`config.mk`:
```
export PLATFORM = sky130hd
export DESIGN_NAME = orca_color_console_flat
export DESIGN_NICKNAME = d
export VERILOG_FILES = /design/src/rtl/orca_color_console_pkg.sv /design/src/rtl/orca_color_console_if.sv /design/src/rtl/orca_color_console_byte_fifo.sv /design/src/rtl/orca_color_console.sv /design/src/flat_wrapper.sv
export SDC_FILE = /design/constraint.sdc
export NUM_CORES = 1
export LEC_CHECK = 0
export ABC_AREA = 1
export CORE_ASPECT_RATIO = 2
export CORE_MARGIN = 1
export CORE_UTILIZATION = 35
export CTS_CLUSTER_SIZE = 24
export DETAILED_ROUTE_END_ITERATION = 7
export PLACE_DENSITY = 0.5
export SETUP_SLACK_MARGIN = 0.15
export SLEW_MARGIN = 25
export SYNTH_ARGS = -nofsm -noshare
export SYNTH_HDL_FRONTEND = slang
export SYNTH_SLANG_ARGS = --single-unit
```
`constraint.sdc`:
```
create_clock -name clk -period 8.5 [get_ports clk]
set_input_delay 1.7 -clock clk [delete_from_list [all_inputs] [get_ports clk]]
set_output_delay 1.7 -clock clk [all_outputs]
set_load 0.01 [all_outputs]
```
`src/rtl/orca_color_console_pkg.sv`:
```
// Shared types and ANSI byte sequences for the colour console sink.
package orca_color_console_pkg;

    typedef logic [7:0]      ubyte_t;
    typedef logic [4:0][7:0] ansi_seq_t;

    typedef enum logic [1:0] {CC_IDLE, CC_PRE, CC_BODY, CC_POST} cc_state_t;

    localparam ubyte_t ASCII_ESC = 8'h1B;
    localparam ubyte_t ASCII_LF  = 8'h0A;

    // Index 0 is emitted first.
    localparam ansi_seq_t ANSI_RST = {ASCII_LF, 8'h6D, 8'h30, 8'h5B, ASCII_ESC};

    function automatic ansi_seq_t ansi_fg(input logic [3:0] d);
        return {8'h6D, 8'h30 + {4'h0, d}, 8'h39, 8'h5B, ASCII_ESC};
    endfunction

endpackage

```
`src/rtl/orca_color_console_if.sv`:
```
// Per-channel byte inputs and the shared coloured output stream.
interface orca_color_console_if #(parameter int NCH = 4);
    localparam int CHW = (NCH > 1) ? $clog2(NCH) : 1;

    logic [NCH-1:0]   in_valid;
    logic [NCH*8-1:0] in_data;
    logic [NCH-1:0]   in_ready;
    logic             out_valid;
    logic [7:0]       out_data;
    logic [CHW-1:0]   out_ch;
    logic             out_ready;
    logic             busy;

    modport master (
        output in_valid, in_data, out_ready,
        input  in_ready, out_valid, out_data, out_ch, busy
    );

    modport slave (
        input  in_valid, in_data, out_ready,
        output in_ready, out_valid, out_data, out_ch, busy
    );
endinterface

```
`src/rtl/orca_color_console_byte_fifo.sv`:
```
// Byte FIFO with occupancy count; push and pop may happen in the same cycle.
module orca_byte_fifo
    import orca_color_console_pkg::*;
#(
    parameter int DEPTH = 16
) (
    input  logic                     clk,
    input  logic                     rst_n,
    input  logic                     push,
    input  ubyte_t                   wdata,
    input  logic                     pop,
    output logic                     full,
    output logic                     empty,
    output logic [$clog2(DEPTH):0]   count,
    output ubyte_t                   head
);
    localparam int AW = $clog2(DEPTH);

    ubyte_t          mem [DEPTH];
    logic [AW-1:0]   wr_ptr, rd_ptr;
    logic            do_push, do_pop;

    assign full    = (count == (AW+1)'(DEPTH));
    assign empty   = (count == '0);
    assign do_push = push && !full;
    assign do_pop  = pop && !empty;
    assign head    = mem[rd_ptr];

    always_ff @(posedge clk) begin
        if (!rst_n) begin
            wr_ptr <= '0;
            rd_ptr <= '0;
            count  <= '0;
        end else begin
            if (do_push) wr_ptr <= wr_ptr + 1'b1;
            if (do_pop)  rd_ptr <= rd_ptr + 1'b1;
            case ({do_push, do_pop})
                2'b10:   count <= count + 1'b1;
                2'b01:   count <= count - 1'b1;
                default: count <= count;
            endcase
        end
    end

    always_ff @(posedge clk) begin
        if (rst_n && do_push) mem[wr_ptr] <= wdata;
    end

endmodule

```
`src/rtl/orca_color_console.sv`:
```
// Multi-channel console sink: emits whole lines wrapped in per-channel ANSI colour codes.
//   state   | meaning
//   IDLE    | waiting for a complete line or a full FIFO (forced flush)
//   PRE     | emitting ESC[9<d>m
//   BODY    | streaming line bytes from the granted channel FIFO
//   POST    | emitting ESC[0m LF
module orca_color_console
    import orca_color_console_pkg::*;
#(
    parameter int          NCH       = 4,
    parameter int          DEPTH     = 16,
    parameter logic [63:0] COLOR_MAP = 64'h3264
) (
    input logic                 clk,
    input logic                 rst_n,
    orca_color_console_if.slave bus
);
    localparam int CHW = (NCH > 1) ? $clog2(NCH) : 1;
    localparam int CW  = $clog2(DEPTH) + 1;

    cc_state_t      state, state_nxt;
    logic [CHW-1:0] ch_q, ch_nxt, rr_q, rr_nxt, grant;
    logic [CHW:0]   sum, grant_inc;
    logic           grant_ok, forced_q, forced_nxt, body_pop;
    logic [CW-1:0]  blen_q, blen_nxt;
    logic [2:0]     idx_q, idx_nxt;
    logic [3:0]     digit;
    ansi_seq_t      fg_seq;
    ubyte_t         head_sel, out_data;
    logic           out_valid;

    logic [NCH-1:0] push, pop, full, empty, pending;
    ubyte_t         head     [NCH];
    logic [CW-1:0]  count    [NCH];
    logic [CW-1:0]  line_cnt [NCH];

    for (genvar i = 0; i < NCH; i++) begin : g_ch
        logic lf_in, lf_out;

        orca_byte_fifo #(.DEPTH(DEPTH)) u_fifo (
            .clk   (clk),
            .rst_n (rst_n),
            .push  (push[i]),
            .wdata (bus.in_data[8*i +: 8]),
            .pop   (pop[i]),
            .full  (full[i]),
            .empty (empty[i]),
            .count (count[i]),
            .head  (head[i])
        );

        assign push[i]    = bus.in_valid[i] & ~full[i];
        assign lf_in      = push[i] && (bus.in_data[8*i +: 8] == ASCII_LF);
        assign lf_out     = pop[i] && (head[i] == ASCII_LF);
        assign pending[i] = (line_cnt[i] != '0) || full[i];

        always_ff @(posedge clk) begin
            if (!rst_n)                line_cnt[i] <= '0;
            else if (lf_in && !lf_out) line_cnt[i] <= line_cnt[i] + 1'b1;
            else if (!lf_in && lf_out) line_cnt[i] <= line_cnt[i] - 1'b1;
        end
    end

    assign bus.in_ready = ~full;
    assign pop          = body_pop ? ((NCH'(1) << ch_q) & ~empty) : '0;

    // Round-robin search from rr; descending loop so the nearest candidate wins.
    always_comb begin
        grant_ok = 1'b0;
        grant    = '0;
        sum      = '0;
        for (int k = NCH - 1; k >= 0; k--) begin
            sum = {1'b0, rr_q} + (CHW+1)'(k);
            if (sum >= (CHW+1)'(NCH)) sum = sum - (CHW+1)'(NCH);
            if (pending[sum[CHW-1:0]]) begin
                grant_ok = 1'b1;
                grant    = sum[CHW-1:0];
            end
        end
    end

    assign grant_inc = {1'b0, grant} + 1'b1;

    always_comb begin
        digit = '0;
        for (int i = 0; i < NCH; i++) begin
            if (ch_q == CHW'(i)) digit = COLOR_MAP[4*i +: 4];
        end
    end

    assign fg_seq   = ansi_fg(digit);
    assign head_sel = head[ch_q];

    always_ff @(posedge clk) begin
        if (!rst_n) begin
            state    <= CC_IDLE;
            ch_q     <= '0;
            rr_q     <= '0;
            forced_q <= 1'b0;
            blen_q   <= '0;
            idx_q    <= '0;
        end else begin
            state    <= state_nxt;
            ch_q     <= ch_nxt;
            rr_q     <= rr_nxt;
            forced_q <= forced_nxt;
            blen_q   <= blen_nxt;
            idx_q    <= idx_nxt;
        end
    end

    always_comb begin
        state_nxt  = state;
        ch_nxt     = ch_q;
        rr_nxt     = rr_q;
        forced_nxt = forced_q;
        blen_nxt   = blen_q;
        idx_nxt    = idx_q;
        out_valid  = 1'b0;
        out_data   = '0;
        body_pop   = 1'b0;
        case (state)
            CC_IDLE: begin
                if (grant_ok) begin
                    ch_nxt     = grant;
                    forced_nxt = (line_cnt[grant] == '0);
                    blen_nxt   = count[grant];
                    idx_nxt    = '0;
                    rr_nxt     = (grant_inc == (CHW+1)'(NCH)) ? '0 : grant_inc[CHW-1:0];
                    state_nxt  = CC_PRE;
                end
            end
            CC_PRE: begin
                out_valid = 1'b1;
                out_data  = fg_seq[idx_q];
                if (bus.out_ready) begin
                    idx_nxt = (idx_q == 3'd4) ? 3'd0 : idx_q + 3'd1;
                    if (idx_q == 3'd4) state_nxt = CC_BODY;
                end
            end
            CC_BODY: begin
                // A normal line's LF terminates it silently; POST supplies the LF.
                if (!forced_q && head_sel == ASCII_LF) begin
                    body_pop  = 1'b1;
                    state_nxt = CC_POST;
                end else begin
                    out_valid = 1'b1;
                    out_data  = head_sel;
                    if (bus.out_ready) begin
                        body_pop = 1'b1;
                        if (forced_q) begin
                            blen_nxt = blen_q - 1'b1;
                            if (blen_q == CW'(1)) state_nxt = CC_POST;
                        end
                    end
                end
            end
            CC_POST: begin
                out_valid = 1'b1;
                out_data  = ANSI_RST[idx_q];
                if (bus.out_ready) begin
                    idx_nxt = (idx_q == 3'd4) ? 3'd0 : idx_q + 3'd1;
                    if (idx_q == 3'd4) state_nxt = CC_IDLE;
                end
            end
            default: state_nxt = CC_IDLE;
        endcase
    end

    assign bus.out_valid = out_valid;
    assign bus.out_data  = out_data;
    assign bus.out_ch    = ch_q;
    assign bus.busy      = (state != CC_IDLE);

endmodule
```
`src/flat_wrapper.sv`:
```
// flat-port wrapper written by rule: the top's interface ports become plain ports
module orca_color_console_flat import orca_color_console_pkg::*;
#(
    parameter int          NCH       = 4,
    parameter int          DEPTH     = 16,
    parameter logic [63:0] COLOR_MAP = 64'h3264
)
  (clk, rst_n, bus_in_valid, bus_in_data, bus_out_ready, bus_in_ready, bus_out_valid, bus_out_data, bus_out_ch, bus_busy);
  orca_color_console_if #(.NCH(NCH)) bus_i ();
  input logic clk;
  input logic rst_n;
  input wire logic [$bits(bus_i.in_valid)-1:0] bus_in_valid;
  input wire logic [$bits(bus_i.in_data)-1:0] bus_in_data;
  input wire logic [$bits(bus_i.out_ready)-1:0] bus_out_ready;
  output wire logic [$bits(bus_i.in_ready)-1:0] bus_in_ready;
  output wire logic [$bits(bus_i.out_valid)-1:0] bus_out_valid;
  output wire logic [$bits(bus_i.out_data)-1:0] bus_out_data;
  output wire logic [$bits(bus_i.out_ch)-1:0] bus_out_ch;
  output wire logic [$bits(bus_i.busy)-1:0] bus_busy;
  assign bus_i.in_valid = bus_in_valid;
  assign bus_i.in_data = bus_in_data;
  assign bus_i.out_ready = bus_out_ready;
  assign bus_in_ready = bus_i.in_ready;
  assign bus_out_valid = bus_i.out_valid;
  assign bus_out_data = bus_i.out_data;
  assign bus_out_ch = bus_i.out_ch;
  assign bus_busy = bus_i.busy;
  orca_color_console #(.NCH(NCH), .DEPTH(DEPTH), .COLOR_MAP(COLOR_MAP)) u_core (.clk(clk), .rst_n(rst_n), .bus(bus_i));
endmodule
```
==> results of run 1 <==
## routing by layer
metal  global-route usage (%)  part of all wire, %  up-vias
li1                         -                    -     9706
met1                     19.9                   37     9647
met2                     37.2                   55      435
met3                     1.72                  2.9      160
met4                     10.2                  5.4        0
met5                        0                    0        -
## where the power goes
| group | internal [W] | switching (W) |
|---|---|---|
| registers | 0.00338 | 0.0000733 |
| clock network | 0.00163 | 0.00119 |
| logic | 0.000299 | 0.000684 |
## worst max path at each step
stage | to | slack, ps
3_3_place_gp | bus_out_data[3] | 2390
3_5_place_dp | bus_out_data[3] | 2260
6_report | bus_out_data[3] | 1610
4_1_cts | bus_out_data[3] | 1590
2_1_floorplan | u_core.g_ch[2].u_fifo.count[4]$_SDFFE_PN0P_ | 4680
5_1_grt | bus_out_data[3] | 1280
## cell usage after synthesis, types with 16 or more instances
master | count | area share [%]
nand4_1 | 16 | 0.35
dfxtp_1 | 90 | 6.4
inv_1 | 272 | 3.6
nor2_1 | 301 | 4.0
xor2_1 | 18 | 0.56
edfxtp_1 | 532 | 57
buf_2 | 54 | 0.96
o21ai_0 | 142 | 2.5
a21oi_1 | 71 | 1.3
clkbuf_1 | 46 | 0.61
ha_1 | 57 | 2.5
nand2_1 | 793 | 11
xnor2_1 | 17 | 0.53
o211ai_1 | 29 | 0.77
nand3_1 | 326 | 5.8
## cells by family (layout without fill, tap and decap cells)
kind of cell | after synthesis | after routing
flops | 622 | 622
fa+ha+maj | 62 | 62
xor+xnor | 35 | 35
buf+inv | 404 | 478
compound gates | 278 | 278
simple gates | 1482 | 1482
## stage by stage
stage / instance area [sq um] / util [%]
after floorplan: 28200 / -
after global placement: 29700 / 37.4
after detailed placement: 29700 / 37.4
after CTS: 31800 / 40.0
after global routing: 31800 / 40.0
final: 31800 / 40.0
## worst max-delay path: stages, from the launching register on
cell and delay, ps:
dfxtp_2 320, buf_4 580, clkinv_2 920, nand2_1 250
nand2_1 100, nand2_1 70, nand3_1 190, nand3_1 210
nand2_1 130, nand2_1 120, nand2_1 80, nor2_2 150
nand2_1 70, nor2_1 120, nand3_2 130, nand2_1 100
inv_1 90, o21ai_0 170, a31oi_1 170, clkdlybuf4s50_1 530
## registers in the layout (all words and copies together) (netlist names), named ones only
name and count:
u_core.bus.out_ch 2, u_core.g_ch.u_fifo.count 20, u_core.line_cnt 20, u_core.idx_q 3
u_core.g_ch.u_fifo.wr_ptr 16, u_core.forced_q 1, u_core.blen_q 5, u_core.rr_q 2
u_core.g_ch.u_fifo.rd_ptr 16, u_core.g_ch.u_fifo.mem 512, u_core.state 2
## layout make-up
class	instances	area, sq um	area share (%)
repair buffers	85	768	2.42
clock buffers	70	1580	4.96
clock inverters	38	477	1.50
multi-input cells	1857	8810	27.7
flip-flops and latches	622	17800	56.0
inverters	285	1070	3.38
well taps	1036	1300	4.08
==> impl_metrics.env, run 1 <==
export IMPL_globalRoute_totalOverflow=0
export IMPL_endpoint_kind="output port"
export IMPL_post_route_cells_drive_above_1_share_pct=5.61
export IMPL_first_pass_iters=6
export IMPL_arrival_ps=5190
export IMPL_vias_per_cell=5.00
export IMPL_synthMuxAreaShare_pct=0
export IMPL_cts_root_buf="clkbuf_16"
export IMPL_async_flop_share_pct=0
export IMPL_dpl_hpwl_um=53900
export IMPL_syn_inst=2883
export IMPL_r2r_end="u_core.g_ch[2].u_fifo.count[4]$_SDFFE_PN0P_"
export IMPL_drt_iter0_drc=1316
export IMPL_power_density_mw_per_mm2=228
export IMPL_outcome="finished, final reports clean"
export IMPL_hp_start="u_core.g_ch[3].u_fifo.count[0]$_SDFFE_PN0P_"
export IMPL_diodes=0
export IMPL_h_tree_depth=2
export IMPL_synth_warnings=0
export IMPL_drv_cap=0
export IMPL_num_rows=146
export IMPL_max_slew_margin_pct=29.0
export IMPL_nNetsFinal=3009
export IMPL_ant_nets=0
export IMPL_placed_cells=3885
export IMPL_preCtsSetupSlack_ps=2260
export IMPL_finalHoldViolCount=0
export IMPL_path_clk_slew_ps=70
export IMPL_area_growth_pct=12.6
export IMPL_skew_ps=22.7
export IMPL_nFillCells=7791
export IMPL_drc=0
export IMPL_synth_top_family_by_area="simple AND/OR/NAND/NOR gates"
export IMPL_synth_xor_area_share_pct=1.09
export IMPL_p_leak_nw=12.3
export IMPL_setup_ws_ps=1610
export IMPL_routed_via_count=19900
export IMPL_cts_made_buffers=57
export IMPL_synth_area_per_cell_sq_um=9.79
export IMPL_hold_class="flop to flop"
export IMPL_grt_pass1_vias=20300
export IMPL_io_pins=55
export IMPL_initial_core_util_pct=35.5
export IMPL_cts_setup_buffers=0
export IMPL_grt_pass1_wl_um=119000
export IMPL_die_y_um=404
export IMPL_routed_wl_um=78300
export IMPL_synthSimpleGateAreaFrac_pct=21.8
export IMPL_yosysSeqAreaShare_pct=63.0
export IMPL_core_sq_mm=0.0795
export IMPL_hold_depth=1
export IMPL_netlist_area_sq_mm=0.0282
export IMPL_die_x_um=203
export IMPL_cts_tree="done"
export IMPL_synth_edf_count=532
export IMPL_cts_hold_buf=0
export IMPL_grt_max_degree=73
export IMPL_r2r_slack_ps=2670
export IMPL_fin_hold_ws_ps=473
export IMPL_routedWlPerCell_um=19.6
export IMPL_syn_nets=2984
export IMPL_clock_sinks=622
export IMPL_synth_cell_types=43
export IMPL_finalMaxSlewViolations=0
export IMPL_tns_ps=0
export IMPL_layout_commonest_cell="nand2_1"
export IMPL_fin_cells=3993
export IMPL_min_period_ps=6890
export IMPL_synth_compound_area_share_pct=5.37
export IMPL_final_cell_mix="nand2_1, edfxtp_1, nand3_1, nor2_1, inv_1"
export IMPL_max_freq_ghz=0.145
export IMPL_crit_path_start_kind="flop"
export IMPL_power_w=0.00726
export IMPL_port_buffers=54
export IMPL_clock_latency_ps=620
export IMPL_worstHoldEndpoint="u_core.g_ch[3].u_fifo.count[0]$_SDFFE_PN0P_"
export IMPL_peakVddDrop_uv=161
export IMPL_cp_max_fo=68
export IMPL_globalplace_congestion=0.940
export IMPL_ys_ff_latch=622
export IMPL_rsz0062_at_grt="no"
export IMPL_clock_tree_buffer_depth=3
export IMPL_finalSetupViolations=0
export IMPL_grt_use_total_pct=19.2
export IMPL_fin_crit_sh_pct=81.0
export IMPL_required_ps=6800
export IMPL_worstSetupPathType="flop to output port"
export IMPL_r2r_worst_path_cells=27
export IMPL_tightest_slew_ps=1050
export IMPL_fp_dieArea_sq_mm=0.0818
export IMPL_ys_flop_type="edfxtp_1"
export IMPL_synth_adder_area_share_pct=2.88
export IMPL_antenna_found_initial=0
export IMPL_cts_resized=0
Power figures use the tool's default switching activity.
==> run 2: changes to the inputs <==
Settings changed: PLACE_DENSITY 0.5 to 0.52.
Clock period 8.5 ns to 6.3 ns, I/O delays scaled along.
==> impl_metrics.env, run 2 (synthesized netlist as in run 1, its figures left out) <==
export IMPL_grt_use_total_pct=19.1
export IMPL_antenna_found_initial=0
export IMPL_power_frac_seq_pct=49.8
export IMPL_nFillCells=7795
export IMPL_core_sq_mm=0.0795
export IMPL_outcome="finished, final reports clean"
export IMPL_routed_via_count=20000
export IMPL_cp_max_fo=17
export IMPL_p_clk_share_pct=35.8
export IMPL_largest_reg_flops=512
export IMPL_multiInputGateArea_sq_mm=0.00882
export IMPL_top_regs="u_core.g_ch.u_fifo.mem: 512 flops, u_core.g_ch.u_fifo.count: 20 flops, u_core.line_cnt: 20 flops"
export IMPL_p_leak_nw=12.2
export IMPL_cts_setup_buffers=0
export IMPL_grt_pass1_wl_um=119000
export IMPL_cts_tree="done"
export IMPL_layout_commonest_cell="nand2_1"
export IMPL_dpl_hpwl_um=53600
export IMPL_clock_latency_ps=610
export IMPL_worstHoldEndpoint="u_core.g_ch[3].u_fifo.count[0]$_SDFFE_PN0P_"
export IMPL_fp_dieArea_sq_mm=0.0818
export IMPL_rsz0062_at_grt="no"
export IMPL_power_density_mw_per_mm2=296
export IMPL_required_ps=5040
export IMPL_die_x_um=203
export IMPL_finalMaxSlewViolations=0
export IMPL_tightest_slew_ps=1030
export IMPL_r2r_worst_path_cells=24
export IMPL_peakVddDrop_uv=210
export IMPL_num_rows=146
export IMPL_io_pins=55
export IMPL_internal_power_w=0.00673
export IMPL_switching_share_pct=27.8
export IMPL_hold_depth=1
export IMPL_finalSetupViolations=0
export IMPL_grt_pass1_vias=20400
export IMPL_globalRoute_totalOverflow=0
export IMPL_drv_cap=0
export IMPL_cts_hold_buf=0
export IMPL_power_w=0.00932
export IMPL_post_route_cells_drive_above_1_share_pct=5.25
export IMPL_arrival_ps=4520
export IMPL_hp_start="u_core.g_ch[3].u_fifo.count[0]$_SDFFE_PN0P_"
export IMPL_register_area_sq_mm=0.0178
export IMPL_cts_resized=0
export IMPL_nNetsFinal=3011
export IMPL_cts_root_buf="clkbuf_16"
export IMPL_fin_crit_sh_pct=91.7
export IMPL_skew_ps=35.9
export IMPL_drt_iter0_drc=1509
export IMPL_r2r_slack_ps=1310
export IMPL_ant_nets=0
export IMPL_globalplace_congestion=0.914
export IMPL_first_pass_iters=5
export IMPL_clock_tree_buffer_depth=3
export IMPL_die_y_um=404
export IMPL_area_growth_pct=11.6
export IMPL_clock_sinks=622
export IMPL_top_register="u_core.g_ch.u_fifo.mem"
export IMPL_endpoint_kind="output port"
export IMPL_routed_wl_um=78300
export IMPL_grt_max_degree=74
export IMPL_drc=0
export IMPL_cts_made_buffers=55
export IMPL_p_comb_share_pct=14.4
export IMPL_power_switching_w=0.00259
export IMPL_hold_class="flop to flop"
export IMPL_vias_per_cell=5.02
export IMPL_initial_core_util_pct=35.5
export IMPL_finalHoldViolCount=0
export IMPL_min_period_ps=5780
export IMPL_diodes=0
export IMPL_port_buffers=54
export IMPL_tns_ps=0
export IMPL_max_slew_margin_pct=30.8
export IMPL_routedWlPerCell_um=19.6
export IMPL_final_cell_mix="nand2_1, edfxtp_1, nand3_1, nor2_1, inv_1"
export IMPL_h_tree_depth=2
export IMPL_worstSetupPathType="flop to output port"
export IMPL_crit_path_start_kind="flop"
export IMPL_r2r_end="u_core.g_ch[2].u_fifo.count[4]$_SDFFE_PN0P_"
export IMPL_path_clk_slew_ps=70
export IMPL_max_freq_ghz=0.173
-- run 2: worst max-delay path: stages, from the launching register on --
cell and delay [ps]:
dfxtp_1 850, inv_1 550, nand3_1 220, nand3_1 190, nand2_1 210, nand2_1 70, nand2_1 250, nor2_1 80
nand2_1 70, nor2_1 50, nand3_2 90, nand2_1 80, inv_1 100, o21ai_0 160, a31oi_1 340, clkdlybuf4s50_1 610
-- run 2: how the worst max path moves through the flow --
stage | slack (ps) | to | startpoint | depth (start not counted)
after floorplan | 2800 | u_core.g_ch[2].u_fifo.count[4]$_SDFFE_PN0P_ | flop | 29
after global placement | 1120 | bus_out_data[3] | flop | 15
after detailed placement | 1150 | bus_out_data[3] | flop | 15
after CTS | 510 | bus_out_data[3] | flop | 15
after global routing | 290 | bus_out_data[3] | flop | 15
final | 520 | bus_out_data[3] | flop | 15
-- run 2: final cells by class --
class / instances / share of cell area [%]
repair buffers: 89 / 2.53
clock buffers: 59 / 4.42
well taps: 1036 / 4.12
inverters: 285 / 3.40
flip-flops and latches: 622 / 56.5
clock inverters: 41 / 1.07
multi-input cells: 1857 / 28.0
-- run 2: metal layers --
metal	part of all wire [%]	GRT usage [%]
met1	36	20.3
met2	55	36.5
met3	3.7	1.80
met4	5.4	10.4
met5	0	0
-- run 2: through the flow --
stage	hold slack [ps]	setup WS, ps	cell area, sq um	std cells	utilization [%]
after floorplan	422	2800	28200	2883	-
after global placement	443	1120	29800	3889	37.4
after detailed placement	444	1150	29800	3889	37.4
after CTS	454	509	31500	3989	39.6
after global routing	496	295	31500	3989	39.6
final	450	523	31500	3989	39.6
-- run 2: power groups by stage --
stage,sequential [W],clock (W),combinational [W]
2_1_floorplan,0.00470,0,0.000843
4_1_cts,0.00464,0.00342,0.00135
5_1_grt,0.00465,0.00355,0.00150
3_5_place_dp,0.00473,0,0.00134
3_3_place_gp,0.00473,0,0.00132
6_report,0.00464,0.00333,0.00135
==> RTL change 1: new RTL, config.mk and constraints of run 2 <==
Reset style: asynchronous (`rst_n`), changed in 3 clocked blocks.
--- a/src/rtl/orca_color_console_byte_fifo.sv
+++ b/src/rtl/orca_color_console_byte_fifo.sv
@@ -26,7 +26,7 @@
     assign do_pop  = pop && !empty;
     assign head    = mem[rd_ptr];
 
-    always_ff @(posedge clk) begin
+    always_ff @(posedge clk or negedge rst_n) begin
         if (!rst_n) begin
             wr_ptr <= '0;
             rd_ptr <= '0;
--- a/src/rtl/orca_color_console.sv
+++ b/src/rtl/orca_color_console.sv
@@ -54,7 +54,7 @@
         assign lf_out     = pop[i] && (head[i] == ASCII_LF);
         assign pending[i] = (line_cnt[i] != '0) || full[i];
 
-        always_ff @(posedge clk) begin
+        always_ff @(posedge clk or negedge rst_n) begin
             if (!rst_n)                line_cnt[i] <= '0;
             else if (lf_in && !lf_out) line_cnt[i] <= line_cnt[i] + 1'b1;
             else if (!lf_in && lf_out) line_cnt[i] <= line_cnt[i] - 1'b1;
@@ -91,7 +91,7 @@
     assign fg_seq   = ansi_fg(digit);
     assign head_sel = head[ch_q];
 
-    always_ff @(posedge clk) begin
+    always_ff @(posedge clk or negedge rst_n) begin
         if (!rst_n) begin
             state    <= CC_IDLE;
             ch_q     <= '0;
Formal check against the unedited RTL: differs if rst_n is asserted again (counterexample within 4 cycles, from zero or initial values and one cycle with rst_n low); with rst_n held inactive, the same outputs for 4 cycles.
==> RTL change 1 against run 2 <==
- the flow now finishes with violations (DRC)
- die area shrank 1.3%
- sequential cell count fell by 23
- largest cell class unchanged
- maximum frequency is 5.0% higher
- worst hold slack improved by 0.025 ns
- synthesized area fell by 1.3%
- wire length fell by 6.0%
- critical path depth increased by 2
- register-to-register slack improved by 0.21 ns
- count of clock-buffer cells in the layout up 1
- global-route usage is 0.86 points lower
- first-iteration DRC count is 1.8% higher
- cell area decreased by 1.1%
- setup slack better by 0.28 ns
Power is not compared: it rests on default switching activity, and its combinational part moved more than twofold at a synthesized area within 25%.
==> RTL change 1: results (changes against run 2) <==
- Vias per inst: 4.97 (was 5.02)
- Synth unique cells: 39 (was 43)
- Crit Path Max Fanout: 45 (was 17)
- Rel. slew slack: 33.4% (was 30.8%)
- Setup slack, reg-to-reg: 1.52 ns (was 1.31 ns)
- Port Buffers: 54 (unchanged)
- Status: complete, but fails checks (was complete, no violations)
- DR pass1 iterations: 8 (was 5)
- Hold_sp: u_core.line_cnt[19] (was u_core.g_ch[3].u_fifo.count[0])
- Slowest CP cell: inv_2 (was dfxtp_1)
- Dpl hpwl: 50.2 mm (was 53.6 mm)
- EDFF count, synth: 512 (was 532)
- First-pass GRT wire length: 115 mm (was 119 mm)
- DR iter-0 viols: 1536 (was 1509)
- Skew final: 0.0243 ns (was 0.0359 ns)
- Hold Path End: u_core.line_cnt[19] (was u_core.g_ch[3].u_fifo.count[0])
- Clock latency on the worst-skew pair: 0.61 ns (about the same)
- Filler cells: 7700 (was 7795)
- Total number of yosys warnings: 0 (unchanged)
- Reg2reg end: u_core.line_cnt[14] (was u_core.g_ch[2].u_fifo.count[4])
- Vias in the first global route: 19500 (was 20400)
- Synth top area cells: edfxtp_1 (55%), nand2_1 (11%), dfrtp_1 (7.8%) (was edfxtp_1 (57%), nand2_1 (11%), dfxtp_1 (6.4%))
- Async S/R FF share, synth: 14.5% (was 0%)
- Sequential share of the synthesized area: 63.0% (about the same)
- Hold Path Class: flop to flop (unchanged)
- DRC violations left: 1 (was 0)
- Synth top cells by count: nand2_1 (809), edfxtp_1 (512), nand3_1 (320) (was nand2_1 (793), edfxtp_1 (532), nand3_1 (326))
- Num CTS Buffers: 52 (was 55)
- Failing checks: DRC
- Nets: 2953 (was 3011)
- Layout cells sized above 1: 5.62% (was 5.25%)
- Slowest stage delay, CP: 0.64 ns (was 0.85 ns)
- Syn Nets: 2908 (was 2984)
- CP top delay family: buffers and inverters (was simple AND/OR/NAND/NOR gates)
- Total track usage: 18.2% (was 19.1%)
- Register-to-Register Path Depth: 27 (was 24)
- RD Place Congestion: 0.886 (was 0.914)
- Pin count of the biggest net entering global routing: 77 (was 74)
- WL/cell: 18.8 um (was 19.6 um)
RTL change 1: cell type report:
class / count / area (sq um) / area share, %
flip-flops and latches: 599 / 17600 / 56.3
multi-input cells: 1799 / 8610 / 27.6
clock buffers: 60 / 1410 / 4.54
well taps: 1036 / 1300 / 4.16
inverters: 292 / 1100 / 3.53
repair buffers: 97 / 861 / 2.76
clock inverters: 38 / 327 / 1.05
RTL change 1: cells by family after synthesis:
family / synth area share (%)
AO/OA/AOI/OAI: 4.41
XOR/XNOR: 1.19
adder cells (fa/ha/maj): 3.49
buffers and inverters: 6.09
flip-flops: 63.0
AND/OR/NAND/NOR: 21.8
RTL change 1: through the flow:
step	hold slack [ns]	worst slack, ns	cell area (sq um)	cells	util, %
2_1_floorplan	0.442	3.00	27900	2796	-
3_3_place_gp	0.458	1.39	29400	3823	37.3
3_5_place_dp	0.459	1.37	29400	3823	37.3
4_1_cts	0.477	0.703	31200	3921	39.5
5_1_grt	0.486	0.531	31200	3921	39.5
6_report	0.475	0.801	31200	3921	39.5
RTL change 1: how the worst max path moves through the flow:
stage / endpoint / slack (ns) / depth (start not counted)
2_1_floorplan: u_core.line_cnt[4] / 3.00 / 29
4_1_cts: bus_out_data[1] / 0.70 / 19
5_1_grt: bus_out_data[1] / 0.53 / 17
3_3_place_gp: bus_out_data[1] / 1.39 / 17
3_5_place_dp: bus_out_data[1] / 1.37 / 17
6_report: bus_out_data[1] / 0.80 / 17
RTL change 1: worst register-to-register path: stages (launching register included):
cell,delay (ns)
dfrtp_1,0.36
buf_4,0.23
inv_2,0.65
nand3_1,0.24
nand3_1,0.14
nand3_1,0.23
nand2_1,0.17
nand2_1,0.09
nand2_1,0.08
inv_1,0.05
nand2_1,0.08
nand2_1,0.06
nor2_1,0.10
nand3_2,0.13
nand2_4,0.23
nand3_4,0.14
inv_2,0.14
nand3_1,0.17
ha_1,0.27
inv_1,0.16
ha_1,0.29
a21oi_1,0.16
nor2_1,0.05
nor2_1,0.13
nand2_1,0.06
nand2_1,0.06
nor2_1,0.05
xor2_1,0.13
RTL change 1: per-layer routing:
layer	wire, um	vias up	GRT usage (%)
met1	28500	9470	20.8
met2	39500	496	34.1
li1	-	9386	-
met3	2510	139	1.65
met5	0	-	0
met4	3120	0	8.25
RTL change 1: power by group through the flow:
stage	clock network [mW]	registers, mW	logic (mW)
6_report	3.32	4.93	4.48
5_1_grt	3.52	4.97	5.01
4_1_cts	3.41	4.93	4.49
3_5_place_dp	0	5.02	4.47
3_3_place_gp	0	5.00	4.42
2_1_floorplan	0	4.94	3.13
==> RTL change 2: new RTL, config.mk and constraints of run 2 <==
Without the edit above. `NCH` is set to 4 in 3 places; all go to 2.
--- a/src/rtl/orca_color_console_if.sv
+++ b/src/rtl/orca_color_console_if.sv
@@ -1,5 +1,5 @@
 // Per-channel byte inputs and the shared coloured output stream.
-interface orca_color_console_if #(parameter int NCH = 4);
+interface orca_color_console_if #(parameter int NCH = 2);
     localparam int CHW = (NCH > 1) ? $clog2(NCH) : 1;
 
     logic [NCH-1:0]   in_valid;
--- a/src/rtl/orca_color_console.sv
+++ b/src/rtl/orca_color_console.sv
@@ -7,7 +7,7 @@
 module orca_color_console
     import orca_color_console_pkg::*;
 #(
-    parameter int          NCH       = 4,
+    parameter int          NCH       = 2,
     parameter int          DEPTH     = 16,
     parameter logic [63:0] COLOR_MAP = 64'h3264
 ) (
--- a/src/flat_wrapper.sv
+++ b/src/flat_wrapper.sv
@@ -1,7 +1,7 @@
 // flat-port wrapper written by rule: the top's interface ports become plain ports
 module orca_color_console_flat import orca_color_console_pkg::*;
 #(
-    parameter int          NCH       = 4,
+    parameter int          NCH       = 2,
     parameter int          DEPTH     = 16,
     parameter logic [63:0] COLOR_MAP = 64'h3264
 )
Interface: changed (resized bus_in_data, bus_in_ready, bus_in_valid and bus_out_ch); port bits go from 55 to 34. The function was not compared with the original's and may differ.
==> RTL change 2 against run 2 <==
- via count decreased by 49%
- cell area decreased by 49%
- critical path type unchanged
- wire length decreased by 51%
- synthesized area decreased by 48%
- power decreased by 46%
- combinational power decreased by 39%
- die area decreased by 48%
- sequential cell count decreased by 302
- cell count decreased by 49%
- setup slack improved by 0.61 ns
- highest routed layer unchanged
- critical endpoint is now bus_out_valid
==> RTL change 2: results (changes against run 2) <==
- Filler cells: 4050 (was 7795)
- Status: complete, no violations (unchanged)
- Reg2reg end: u_core.g_ch[1].u_fifo.count[4] (was u_core.g_ch[2].u_fifo.count[4])
- Peak supply drop: 0.175 mV (was 0.210 mV)
- Vias per inst: 5.03 (was 5.02)
- H-tree levels: 1 (was 2)
- Clock network power share: 34.7% (was 35.8%)
- Hold Path Depth: 2 (was 1)
- Internal power: 3.59 mW (was 6.73 mW)
- Total track usage: 18.2% (was 19.1%)
- Worst EP arrival: 3.91 ns (was 4.52 ns)
- RD Place Congestion: 0.881 (was 0.914)
- Async S/R FF share, synth: 0% (unchanged)
- Clock latency on the worst-skew pair: 0.56 ns (was 0.61 ns)
- Minimum clock period: 5.17 ns (was 5.78 ns)
- Die area: 42400 sq um (was 81800 sq um)
- Routed wl met2: 22.0 mm (was 42.7 mm)
- Dpl hpwl: 26.7 mm (was 53.6 mm)
- Setup slack, reg-to-reg: 1.72 ns (was 1.31 ns)
- Slowest stage delay, CP: 0.75 ns (was 0.85 ns)
- Synthesized area: 14600 sq um (was 28200 sq um)
- Syn Nets: 1515 (was 2984)
- P per Cell Area: 308 nW/um^2 (was 296 nW/um^2)
- Port Buffers: 33 (was 54)
- Layout cells sized above 1: 5.74% (was 5.25%)
- Sequential power share: 48.9% (was 49.8%)
- Worst Max-Slew Pin Slew: 1.01 ns (was 1.03 ns)
- First-pass GRT wire length: 58.7 mm (was 119 mm)
- DRT met1 WL: 13.5 mm (was 28.5 mm)
- Crit Path Max Fanout: 45 (was 17)
- Num CTS Buffers: 28 (was 55)
- EDFF count, synth: 266 (was 532)
- Synth top cells by count: nand2_1 (324), edfxtp_1 (266), nor2_1 (170) (was nand2_1 (793), edfxtp_1 (532), nand3_1 (326))
- Hold_sp: u_core.g_ch[0].u_fifo.rd_ptr[2] (was u_core.g_ch[3].u_fifo.count[0])
- WL/cell: 18.9 um (was 19.6 um)
- Synth top area cells: edfxtp_1 (55%), nand2_1 (8.4%), dfxtp_1 (7.4%) (was edfxtp_1 (57%), nand2_1 (11%), dfxtp_1 (6.4%))
- DR iter-0 viols: 449 (was 1509)
-- RTL change 2: cell types whose count changed after synthesis, sizes merged, moves of 25 or more --
cell	change
nand2	-469
edfxtp	-266
nand3	-160
nor2	-134
inv	-129
o21ai	-67
dfxtp	-36
clkbuf	-33
a21oi	-28
buf	-25
-- RTL change 2: stage by stage --
stage	hold slack (ns)	cells
detailed placement	0.489	1981
global route	0.521	2033
CTS	0.502	2033
global placement	0.483	1981
finish	0.496	2033
floorplan	0.447	1458
-- RTL change 2: cell type report --
type                            count  area (sq um)  area share (%)
Multi-Input combinational cell    924          4550            28.0
Clock inverter                     16           141           0.872
Sequential cell                   320          9070            55.9
Clock buffer                       36           762            4.70
Timing Repair Buffer               49           450            2.78
Tap cell                          535           669            4.13
Inverter                          153           574            3.54
-- RTL change 2: cell families (layout without fill, tap and decap cells) --
logic type / count (synthesis) / after routing / synth area share (%)
adder cells (fa/ha/maj): 36 / 36 / 3.25
AND/OR/NAND/NOR: 700 / 700 / 20.4
XOR/XNOR: 15 / 15 / 0.903
flip-flops: 320 / 320 / 62.3
buffers and inverters: 214 / 254 / 6.50
AO/OA/AOI/OAI: 173 / 173 / 6.65
-- RTL change 2: how the worst max path moves through the flow --
stage,startpoint,end,cells after the start
after global placement,bus_in_data[6],u_core.line_cnt[0][2],7
after floorplan,rst_n,u_core.line_cnt[1][4],11
after CTS,flop,bus_out_valid,11
after detailed placement,flop,bus_out_valid,11
final,flop,bus_out_valid,13
after global routing,flop,bus_out_data[3],15
-- RTL change 2: metal layers --
layer,up-vias,GRT usage [%]
met4,0,9.07
met2,240,36.6
met5,-,0
li1,4947,-
met1,4936,18.3
met3,102,1.52
